<file path="config.mk">
export PLATFORM = sky130hd
export DESIGN_NAME = player_ctl
export DESIGN_NICKNAME = d
export VERILOG_FILES = /design/src/rtl/vga_pkg.sv /design/src/rtl/btn_sync.sv /design/src/rtl/player_ctl.sv
export SDC_FILE = /design/constraint.sdc
export NUM_CORES = 1
export LEC_CHECK = 0
export ABC_AREA = 1
export CELL_PAD_IN_SITES_DETAIL_PLACEMENT = 1
export CELL_PAD_IN_SITES_GLOBAL_PLACEMENT = 1
export CORE_MARGIN = 1.5
export CORE_UTILIZATION = 34
export CTS_CLUSTER_SIZE = 28
export DETAILED_ROUTE_END_ITERATION = 7
export PLACE_DENSITY = 0.75
export SYNTH_ARGS = -nofsm -noshare
export SYNTH_HDL_FRONTEND = slang
export SYNTH_SLANG_ARGS = --single-unit
</file>
<file path="constraint.sdc">
create_clock -name clk -period 3.9 [get_ports clk]
set_input_delay 0.585 -clock clk [delete_from_list [all_inputs] [get_ports clk]]
set_output_delay 0.585 -clock clk [all_outputs]
set_load 0.005 [all_outputs]
</file>
<file path="src/rtl/vga_pkg.sv">
// Shared VGA/player definitions: player FSM states and default
// geometry/physics constants used by the controller and draw stages.
package vga_pkg;

    typedef enum logic [1:0] {
        IDLE,
        WALK,
        JUMP,
        FALL
    } player_state_t;

    localparam logic [9:0] PLAYER_X_INIT    = 10'd10;
    localparam logic [9:0] PLAYER_Y_FLOOR   = 10'd292;
    localparam logic [9:0] PLAYER_Y_MIN     = 10'd0;
    localparam logic [9:0] PLAYER_X_MIN     = 10'd0;
    localparam logic [9:0] PLAYER_X_MAX     = 10'd958;
    localparam logic [9:0] PLAYER_WALK_STEP = 10'd2;
    localparam logic [4:0] PLAYER_JUMP_V0   = 5'd12;
    localparam logic [4:0] PLAYER_GRAVITY   = 5'd1;
    localparam logic [4:0] PLAYER_V_MAX     = 5'd15;

endpackage

</file>
<file path="src/rtl/btn_sync.sv">
// Two-flop synchroniser for an asynchronous button, plus a
// single-cycle pulse on the synchronised rising edge.
module btn_sync (
    input  logic clk,
    input  logic rst,
    input  logic async_in,
    output logic sync_out,
    output logic rise
);

    logic [2:0] sh_q;

    always_ff @(posedge clk) begin
        if (rst) begin
            sh_q <= '0;
        end else begin
            sh_q <= {sh_q[1:0], async_in};
        end
    end

    assign sync_out = sh_q[1];
    assign rise     = sh_q[1] & ~sh_q[2];

endmodule

</file>
<file path="src/rtl/player_ctl.sv">
// Player position/facing controller: walk/jump/fall FSM stepped once
// per frame on the vblnk rising edge, so outputs only move in blanking.
module player_ctl
    import vga_pkg::*;
#(
    parameter logic [9:0] X_INIT    = PLAYER_X_INIT,
    parameter logic [9:0] Y_FLOOR   = PLAYER_Y_FLOOR,
    parameter logic [9:0] Y_MIN     = PLAYER_Y_MIN,
    parameter logic [9:0] X_MIN     = PLAYER_X_MIN,
    parameter logic [9:0] X_MAX     = PLAYER_X_MAX,
    parameter logic [9:0] WALK_STEP = PLAYER_WALK_STEP,
    parameter logic [4:0] JUMP_V0   = PLAYER_JUMP_V0,
    parameter logic [4:0] GRAVITY   = PLAYER_GRAVITY,
    parameter logic [4:0] V_MAX     = PLAYER_V_MAX
) (
    input  logic       clk,
    input  logic       rst,
    input  logic       vblnk,
    input  logic       btn_left,
    input  logic       btn_right,
    input  logic       btn_jump,
    output logic [9:0] player_xpos,
    output logic [9:0] player_ypos,
    output logic       direction,
    output logic       airborne,
    output logic       frame_tick
);

    logic left_s, right_s, jump_s, jump_rise;

    btn_sync u_left (
        .clk      (clk),
        .rst      (rst),
        .async_in (btn_left),
        .sync_out (left_s),
        .rise     ()
    );

    btn_sync u_right (
        .clk      (clk),
        .rst      (rst),
        .async_in (btn_right),
        .sync_out (right_s),
        .rise     ()
    );

    btn_sync u_jump (
        .clk      (clk),
        .rst      (rst),
        .async_in (btn_jump),
        .sync_out (jump_s),
        .rise     (jump_rise)
    );

    player_state_t state_q, state_d;
    logic [9:0]    xpos_q, xpos_d;
    logic [9:0]    ypos_q, ypos_d;
    logic [4:0]    vel_q, vel_d;
    logic          dir_q, dir_d;
    logic          air_q, air_d;
    logic          jreq_q, jreq_d;
    logic          vblnk_q;
    logic          tick_q;

    logic [10:0]   x_add, x_lo, y_lim, y_fall;
    logic [5:0]    vel_sum;
    logic [4:0]    vel_up;
    player_state_t ground_st;
    logic          unused_jump_s;

    assign unused_jump_s = jump_s;

    always_ff @(posedge clk) begin
        if (rst) begin
            state_q <= IDLE;
            xpos_q  <= X_INIT;
            ypos_q  <= Y_FLOOR;
            vel_q   <= '0;
            dir_q   <= 1'b1;
            air_q   <= 1'b0;
            jreq_q  <= 1'b0;
            vblnk_q <= 1'b0;
            tick_q  <= 1'b0;
        end else begin
            state_q <= state_d;
            xpos_q  <= xpos_d;
            ypos_q  <= ypos_d;
            vel_q   <= vel_d;
            dir_q   <= dir_d;
            air_q   <= air_d;
            jreq_q  <= jreq_d;
            vblnk_q <= vblnk;
            tick_q  <= vblnk & ~vblnk_q;
        end
    end

    always_comb begin
        state_d = state_q;
        xpos_d  = xpos_q;
        ypos_d  = ypos_q;
        vel_d   = vel_q;
        dir_d   = dir_q;
        jreq_d  = jreq_q | jump_rise;

        x_add   = {1'b0, xpos_q} + {1'b0, WALK_STEP};
        x_lo    = {1'b0, X_MIN} + {1'b0, WALK_STEP};
        y_lim   = {1'b0, Y_MIN} + {6'd0, vel_q};
        vel_sum = {1'b0, vel_q} + {1'b0, GRAVITY};
        vel_up  = (vel_sum > {1'b0, V_MAX}) ? V_MAX : vel_sum[4:0];
        y_fall  = {1'b0, ypos_q} + {6'd0, vel_up};

        ground_st = (left_s ^ right_s) ? WALK : IDLE;

        if (tick_q) begin
            // Any pending request is either taken or, in the air, dropped.
            jreq_d = jump_rise;

            unique case (1'b1)
                right_s & ~left_s: begin
                    xpos_d = (x_add > {1'b0, X_MAX}) ? X_MAX : x_add[9:0];
                    dir_d  = 1'b1;
                end
                left_s & ~right_s: begin
                    xpos_d = ({1'b0, xpos_q} < x_lo) ? X_MIN
                                                     : xpos_q - WALK_STEP;
                    dir_d  = 1'b0;
                end
                default: ;
            endcase

            unique case (state_q)
                IDLE, WALK: begin
                    state_d = ground_st;
                    if (jreq_q) begin
                        state_d = JUMP;
                        vel_d   = JUMP_V0;
                    end
                end
                JUMP: begin
                    if ({1'b0, ypos_q} < y_lim) begin
                        ypos_d  = Y_MIN;
                        vel_d   = '0;
                        state_d = FALL;
                    end else begin
                        ypos_d = ypos_q - {5'd0, vel_q};
                        vel_d  = vel_q - GRAVITY;
                        if (vel_q <= GRAVITY) begin
                            vel_d   = '0;
                            state_d = FALL;
                        end
                    end
                end
                FALL: begin
                    vel_d = vel_up;
                    if (y_fall >= {1'b0, Y_FLOOR}) begin
                        ypos_d  = Y_FLOOR;
                        vel_d   = '0;
                        state_d = ground_st;
                    end else begin
                        ypos_d = y_fall[9:0];
                    end
                end
                default: state_d = IDLE;
            endcase
        end

        air_d = (state_d == JUMP) || (state_d == FALL);
    end

    assign player_xpos = xpos_q;
    assign player_ypos = ypos_q;
    assign direction   = dir_q;
    assign airborne    = air_q;
    assign frame_tick  = tick_q;

endmodule
</file>
Yosys cells after proc, flatten, opt, wreduce, memory -nomap -nowiden. Index checks and enable logic that the tools add are counted.

Bits in registers: 39. Bits of input ports: 6. Word-level logic and storage cells: 69.

Add/subtract/negate cells: 6. Order comparisons: 6. Equal/unequal tests: 6. Mux-type cells: 21. Bitwise logic cells: 10. Reduce and logical (&&, ||, !) cells: 8.

Operators by type and width (count): 10-bit two-way mux (4); 10-bit case mux with 2 select lines (2); 5-bit two-way mux (5); 5-bit case mux with 3 select lines (1); 10-bit by 2-bit adder with 11-bit output, second input constant (1); 10-bit by 5-bit adder with 11-bit output (1); 11-bit by 9-bit >= comparator with 1-bit output, second input constant (1); 11-bit by 10-bit greater-than comparator with 1-bit output, second input constant (1); 10-bit by 2-bit less-than comparator with 1-bit output, second input constant (1); 10-bit by 5-bit less-than comparator with 1-bit output (1); 2-bit two-way mux (5); 10-bit by 2-bit subtractor with 10-bit output, second input constant (1); 10-bit by 5-bit subtractor with 10-bit output (1); 2-bit == test, second input constant (4); 5-bit by 1-bit adder with 6-bit output, second input constant (1); 6-bit by 4-bit greater-than comparator with 1-bit output, second input constant (1); 2-bit case mux with 3 select lines (1); 2-bit AND reduction (3); 5-bit by 1-bit <= comparator with 1-bit output, second input constant (1); 5-bit by 1-bit subtractor with 5-bit output, second input constant (1); 1-bit AND (4); 1-bit NOT (4); 2-bit nonzero test (2); 2-bit by 1-bit == test with 1-bit output, second input constant (1); 8 further kinds (9).

Longest topological paths before layout. Gate-level depths: netlist of run 1.

Depth in word-level cells: 10. Gate-level depth with buffers: 22. Depth with buffers taken out: 22.

Hierarchy. A second synthesis of run 1 with hierarchy kept.

Cells, all modules: 446. Area total of the unflattened synthesis: 2890.3 sq um.

Modules (own cells, without submodules): player_ctl (instances 1, cells each 416, area an instance 2631.3 sq um, sequential area each 620.6 sq um); btn_sync (instances 3, cells each 10, area an instance 86.3 sq um, sequential area each 60.1 sq um).

Worst setup path after synthesis of run 1. Ideal clock, no wire load.

Path kind: register -> register. Start point: reg vel_q[1]. End point: reg state_q[0]. Library setup time: 135 ps. Data arrival time: 2651 ps. Path slack: 1113 ps. Stages on the path, launching flop included: 20. Buffers on the path: 0. Period minus slack after synthesis: 2787 ps. Cell sequence: dfxtp_1 ha_1 nand2_1 nor2_1 o21ai_0 nand2_1 ha_1 inv_1 fa_1 nand3b_1 nand2_1 nand2_1 nand2_2 nand2_2 xor2_2 nand2_2 nand2_2 nand2_1 nand3_1 a21oi_1.

Cells in the longest elaborated chain, start to end: 8.

Ends and longest elaborated chain: from (decl) (line player_ctl.sv:58) `logic [4:0] vel_q, vel_d;`; from (signal assigned) (line player_ctl.sv:88) `vel_q <= vel_d;`; 5-bit by 1-bit adder with 6-bit output (line player_ctl.sv:108) `vel_sum = {1'b0, vel_q} + {1'b0, GRAVITY};`; 6-bit by 4-bit greater-than comparator with 1-bit output (line player_ctl.sv:109) `vel_up = (vel_sum > {1'b0, V_MAX}) ? V_MAX : vel_sum[4:0];`; 5-bit two-way mux (line player_ctl.sv:109); 10-bit by 5-bit adder with 11-bit output (line player_ctl.sv:110) `y_fall = {1'b0, ypos_q} + {6'd0, vel_up};`; 11-bit by 9-bit >= comparator with 1-bit output (line player_ctl.sv:155) `if (y_fall >= {1'b0, Y_FLOOR}) begin`; 2-bit two-way mux (line player_ctl.sv:155); 2-bit case mux with 3 select lines (*) (line player_ctl.sv:131) `unique case (state_q)`; 2-bit two-way mux (*) (line player_ctl.sv:114) `if (tick_q) begin`; to (signal assigned) (line player_ctl.sv:85) `state_q <= state_d;`; to (decl) (line player_ctl.sv:55) `player_state_t state_q, state_d;`.

Mark *: on every way between the ends. The rest lies on a longest branch, timed or not. A chain may end at the register's enable or synchronous reset.

Worst setup path in the final report of run 1.
Start point: reg vel_q[0]. End point: reg state_q[0].

Same word-level chain as after synthesis.

==> results of run 1 <==
-- Yosys cell counts, types with 3 or more instances --
cell type and number:
dfxtp_1 38, nand3_1 29, a21oi_2 3, a31oi_1 6
nor2_1 41, buf_4 6, nand3b_1 4, clkbuf_1 5
ha_1 18, nand2_1 100, nand2_2 13, inv_1 53
nand4_1 6, a21oi_1 35, inv_2 4, o21ai_1 4
xor2_1 15, o21ai_0 22, xnor2_1 3, nor3_1 8
-- worst max-delay path, cell delays in order, from the launching register on --
cell      delay, ns
dfxtp_1        0.48
ha_1           0.23
nand2_1        0.09
nor2_1         0.14
o21ai_0        0.18
nand2_1        0.13
ha_1           0.20
inv_1          0.06
fa_1           0.40
nand3b_1       0.20
nand2_1        0.10
nand2_1        0.08
nand2_2        0.09
nand2_2        0.06
xor2_2         0.24
nand2_2        0.16
nand2_2        0.11
nand2_1        0.05
nand3_1        0.08
a21oi_1        0.08
-- per-layer routing --
layer	vias up	GRT usage
li1	1478	-
met1	1420	0.2542
met2	35	0.3592
met3	11	0.02844
met4	0	0.06618
met5	-	0
-- area by class of cell --
| type | count | area [um^2] |
|---|---|---|
| fillers | 1065 | 4908 |
| multi-input cells | 334 | 1898 |
| flip-flops and latches | 38 | 760.7 |
| repair buffers | 28 | 277.8 |
| inverters | 60 | 227.7 |
| well taps | 105 | 131.4 |
| clock buffers | 6 | 82.58 |
| clock inverters | 2 | 12.51 |
-- worst paths after layout --
check                          end  slack (ns)                   from
max          state_q[0]$_SDFF_PP0_        0.62  vel_q[0]$_SDFFE_PP0P_
min          frame_tick$_SDFF_PP0_        0.39     vblnk_q$_SDFF_PP0_
max reg2reg  state_q[0]$_SDFF_PP0_        0.62  vel_q[0]$_SDFFE_PP0P_
min reg2reg  frame_tick$_SDFF_PP0_        0.39     vblnk_q$_SDFF_PP0_
-- report_power, final --
group / total, mW / switching (mW) / internal [mW]
registers: 0.405 / 0.00898 / 0.396
clock network: 0.301 / 0.159 / 0.142
logic: 0.0762 / 0.0463 / 0.0299
total: 0.782 / 0.214 / 0.568
-- kinds of logic after synthesis --
| logic type | synth area share |
|---|---|
| buffers and inverters | 0.1005 |
| adder cells (fa/ha/maj) | 0.08987 |
| AND/OR/NAND/NOR | 0.3383 |
| AO/OA/AOI/OAI | 0.1480 |
| other | 0.001271 |
| flip-flops | 0.2577 |
| XOR/XNOR | 0.06444 |
-- flip-flops by register name (all words and copies together), names as in the netlist --
signal and count:
player_ypos 10, player_xpos 9, vel_q 5, u_jump.sh_q 3, state_q 2, u_left.sh_q 2, u_right.sh_q 2, airborne 1
direction 1, frame_tick 1, jreq_q 1, vblnk_q 1
-- metrics by stage --
step / util / setup slack, ns / instances / power, mW
2_1_floorplan: - / 1.113 / 444 / 0.4624
3_3_place_gp: 0.3971 / 0.8547 / 565 / 0.4877
3_5_place_dp: 0.3971 / 0.6792 / 565 / 0.4900
4_1_cts: 0.4086 / 0.6127 / 573 / 0.7911
5_1_grt: 0.4086 / 0.2575 / 573 / 0.8227
6_report: 0.4086 / 0.6156 / 573 / 0.7823
==> results.cfg, run 1 <==
[drt]
via_count = 2944
ant_nets = 0
wirelength_mm = 8.572
wl_met2_mm = 4.252
routedWlPerCell_um = 14.96
vias_per_cell = 5.138
dr_wl_met3_um = 148
drc_errors = 0
dr.max_layer_used = met4
met1_length_mm = 4.034
drt_iter0_drc = 85
dr.pass1.iters = 4

[floorplanning]
fp.dieW_um = 96.17
start_util = 0.3556
dieArea_mm2 = 0.009249
rows = 33
io_pins = 29
die_h_um = 96.17
core_mm2 = 0.008299

[timing]
tightest_slew_ns = 0.5762
slew_viol_final = 0
setup_viol = 0
holdWs_ns = 0.3937
max_freq_mhz = 304.5
fin_crit_ns = 3.284
finalSetupTns_ns = 0
maxSlewHeadroom = 0.6155
rsz0062_at_grt = no
fin_skew_ns = 0.004956
final-hold-violation-count = 0
fin_crit_sh = 0.8421

[cts]
clock_latency_ns = 0.30
root_buffer = clkbuf_8
clockBufferDepth = 2
clkTransAtPathRegs_ns = 0.08
htreeDepth = 2
cts_tree = done
postCtsHoldBufs = 0
numCtsBuffers = 5
cts_setup_buffers = 0
cts.sinks = 38
cts_resized = 0

[global_routing]
grt_max_degree = 25
grt_pass1_vias = 2974
overflow = 0
grt_antenna_before_repair = 0
track_usage = 0.2042
grt_pass1_wl_mm = 14.50

[logic_synthesis]
synth_cell_types = 43
synth-edff-count = 0
synth-seq-area-share = 0.2577
synth_warnings = 0
synth_top_area_frac = 0.2577
ys_top_cells_by_area = dfxtp_1 26%, nand2_1 13%, ha_1 7.6%, inv_1 6.7%, a21oi_1 5.9%
synthFlopType = dfxtp_1
syn_inst = 443
yosys.area.top_type = dfxtp_1
avgSynthCellArea_um2 = 6.663
netlist_area_mm2 = 0.002952
async_flop_share = 0
synth-seq-cells = 38

[final_layout]
final_common_cell = nand2_1
antenna_cells = 0
final_cell_mix = 100 x nand2_1, 53 x inv_1, 41 x nor2_1
area_growth_pct = 14.88
drive_above_1_share = 0.09615
nNetsFinal = 493
fin_area_mm2 = 0.003391

[status]
outcome = finished, final reports clean

[placed_design]
port_buffers = 27
routabilityCongestion = 0.8015
dp_hpwl_mm = 6.604
placed_cell_area_mm2 = 0.003296

[setup_path]
crit_path_end_kind = register
cp_data_required_time_ns = 4.08
worstPathMaxFanout = 8
cp-start-kind = register
worst_r2r_path_depth = 19
critPathKind = reg -> reg
crit_arrival_ns = 3.47

[power_and_ir_drop]
p_per_area_mw_per_mm2 = 230.7
peakVddDrop_mv = 0.1049
p_leak_nw = 1.416

[hold_path]
hold-path-cell-count = 1
hp-class = reg -> reg

[flow_run]
cap_violations = 0
Power figures use the tool's default switching activity.
==> inputs of run 2 (changes only) <==
==> constraint.sdc (replaced) <==
create_clock -name clk -period 3.18 [get_ports clk]
set_input_delay 0.477 -clock clk [delete_from_list [all_inputs] [get_ports clk]]
set_output_delay 0.477 -clock clk [all_outputs]
set_load 0.005 [all_outputs]
==> run 2 against run 1 <==
Compared with the run above:
- global-route usage decreased by 0.49 points
- largest power group is now the clock network
- final cell count increased by 0.52%
- sequential share of layout area decreased by 0.65 points
- highest routed layer unchanged
==> results.cfg, run 2 (synthesis gave the netlist of run 1 again) <==
[status]
outcome = finished, final reports clean

[timing]
finalSetupTns_ns = 0
fin_crit_sh = 0.9397
rsz0062_at_grt = yes
max_freq_mhz = 334.6
fin_skew_ns = 0.01012
slew_viol_final = 0
maxSlewHeadroom = 0.5724
tightest_slew_ns = 0.6406
setup_viol = 0
fin_ws_ns = 0.1916
final-hold-violation-count = 0
fin_crit_ns = 2.988
holdWs_ns = 0.3973

[power_and_ir_drop]
p_total_mw = 1.106
peakVddDrop_mv = 0.2842
p_per_area_mw_per_mm2 = 316.2
p_leak_nw = 1.457

[setup_path]
path_cells = ha_1 -> nand2_1 -> nor2_2 -> nand3_1 -> o21ai_1 -> nand2_1 -> ha_2 -> inv_1 -> fa_2 -> nand3b_1 -> nand2_1 -> nand2_1 -> nand2_2 -> nand2_1 -> nand2_2 -> nand3_4 -> a21oi_4 -> nand2_1 -> a21oi_1
critPathKind = reg -> reg
cpMostUsedCell = nand2_1
cp_data_required_time_ns = 3.42
crit_arrival_ns = 3.23
cp-start-kind = register
worstPathMaxFanout = 7
crit_path_max_incr_delay_ns = 0.34
crit_slowest_cell = fa_2
crit_path_end_kind = register

[cts]
clockBufferDepth = 2
clock_latency_ns = 0.31
postCtsHoldBufs = 0
clkTransAtPathRegs_ns = 0.09
numCtsBuffers = 5
htreeDepth = 2
cts_tree = done
root_buffer = clkbuf_8
cts.sinks = 38

[final_layout]
regArea_um2 = 762.0
largest_reg_flops = 10
multi_input_area_mm2 = 0.001938
drive_above_1_share = 0.1189
nNetsFinal = 496
fillCellCount = 1096
final_common_cell = nand2_1
final_core_util = 0.4214
area_growth_pct = 18.48
antenna_cells = 0
final_cell_mix = 99 x nand2_1, 53 x inv_1, 40 x nor2_1

[floorplanning]
core_mm2 = 0.008299
io_pins = 29
fp.dieW_um = 96.17
dieArea_mm2 = 0.009249
start_util = 0.3556
die_h_um = 96.17
rows = 33

[global_routing]
grt_pass1_wl_mm = 14.39
track_usage = 0.1992
grt_antenna_before_repair = 0
grt_use_met1 = 0.2581
grt_pass1_vias = 2909
gr-max-usage-layer = met2
overflow = 0
use_met3 = 0.02212
grt_max_degree = 25
use_met2 = 0.3498

[hold_path]
hp-class = reg -> reg

[placed_design]
routabilityCongestion = 0.9028
port_buffers = 27
dp_hpwl_mm = 6.746
post-place-ws_ns = 0.1459

[drt]
drc_errors = 0
via_count = 2931
wirelength_mm = 8.767
dr.pass1.iters = 4
drt_iter0_drc = 139
ant_nets = 0
vias_per_cell = 5.089
routedWlPerCell_um = 15.22

[flow_run]
cap_violations = 0
run 2: worst paths after layout:
kind | startpoint | endpoint | slack, ns | cells past startpoint
worst max-delay path | vel_q[0]$_SDFFE_PP0P_ | player_ypos[7]$_SDFFE_PP0P_ | 0.19 | 19
worst min-delay path | vblnk_q$_SDFF_PP0_ | frame_tick$_SDFF_PP0_ | 0.40 | 1
worst max register to register | vel_q[0]$_SDFFE_PP0P_ | player_ypos[7]$_SDFFE_PP0P_ | 0.19 | 19
worst min register to register | vblnk_q$_SDFF_PP0_ | frame_tick$_SDFF_PP0_ | 0.40 | 1
run 2: through the flow:
stage,std cells,instance area (um^2)
2_1_floorplan,444,2955
3_3_place_gp,568,3318
3_5_place_dp,568,3318
4_1_cts,576,3456
5_1_grt,576,3497
6_report,576,3497
run 2: layer usage:
metal / wire, um / vias to the layer above / share of wire
li1: - / 1478 / -
met1: 4183 / 1410 / 0.48
met2: 4352 / 33 / 0.50
met3: 131 / 10 / 0.015
met4: 100 / 0 / 0.011
met5: 0 / - / 0
run 2: layout make-up:
cell class,instances,area share
well taps,105,0.03757
multi-input cells,334,0.5542
clock inverters,3,0.01968
clock buffers,5,0.01968
repair buffers,31,0.08587
flip-flops and latches,38,0.2179
inverters,60,0.06512
run 2: report_power, final:
group | total, mW | internal [mW] | leakage (nW) | switching, mW
sequential | 0.496 | 0.486 | 0.309 | 0.0103
combinational | 0.0959 | 0.0375 | 1.08 | 0.0584
clock | 0.514 | 0.315 | 0.0683 | 0.199
run 2: repair_timing:
action | 4_1_cts | 5_1_grt
setup endpoints to repair | 0 | 16
setup buffers | 0 | 0
gates resized for setup | 0 | 12
run 2: critical path, delay by kind of cell, from the launching register on:
family          cells  cell delay, ns
compound gates      3            0.52
fa+ha+maj           3            0.76
buf+inv             1            0.06
flops               1            0.33
simple gates       12            1.24
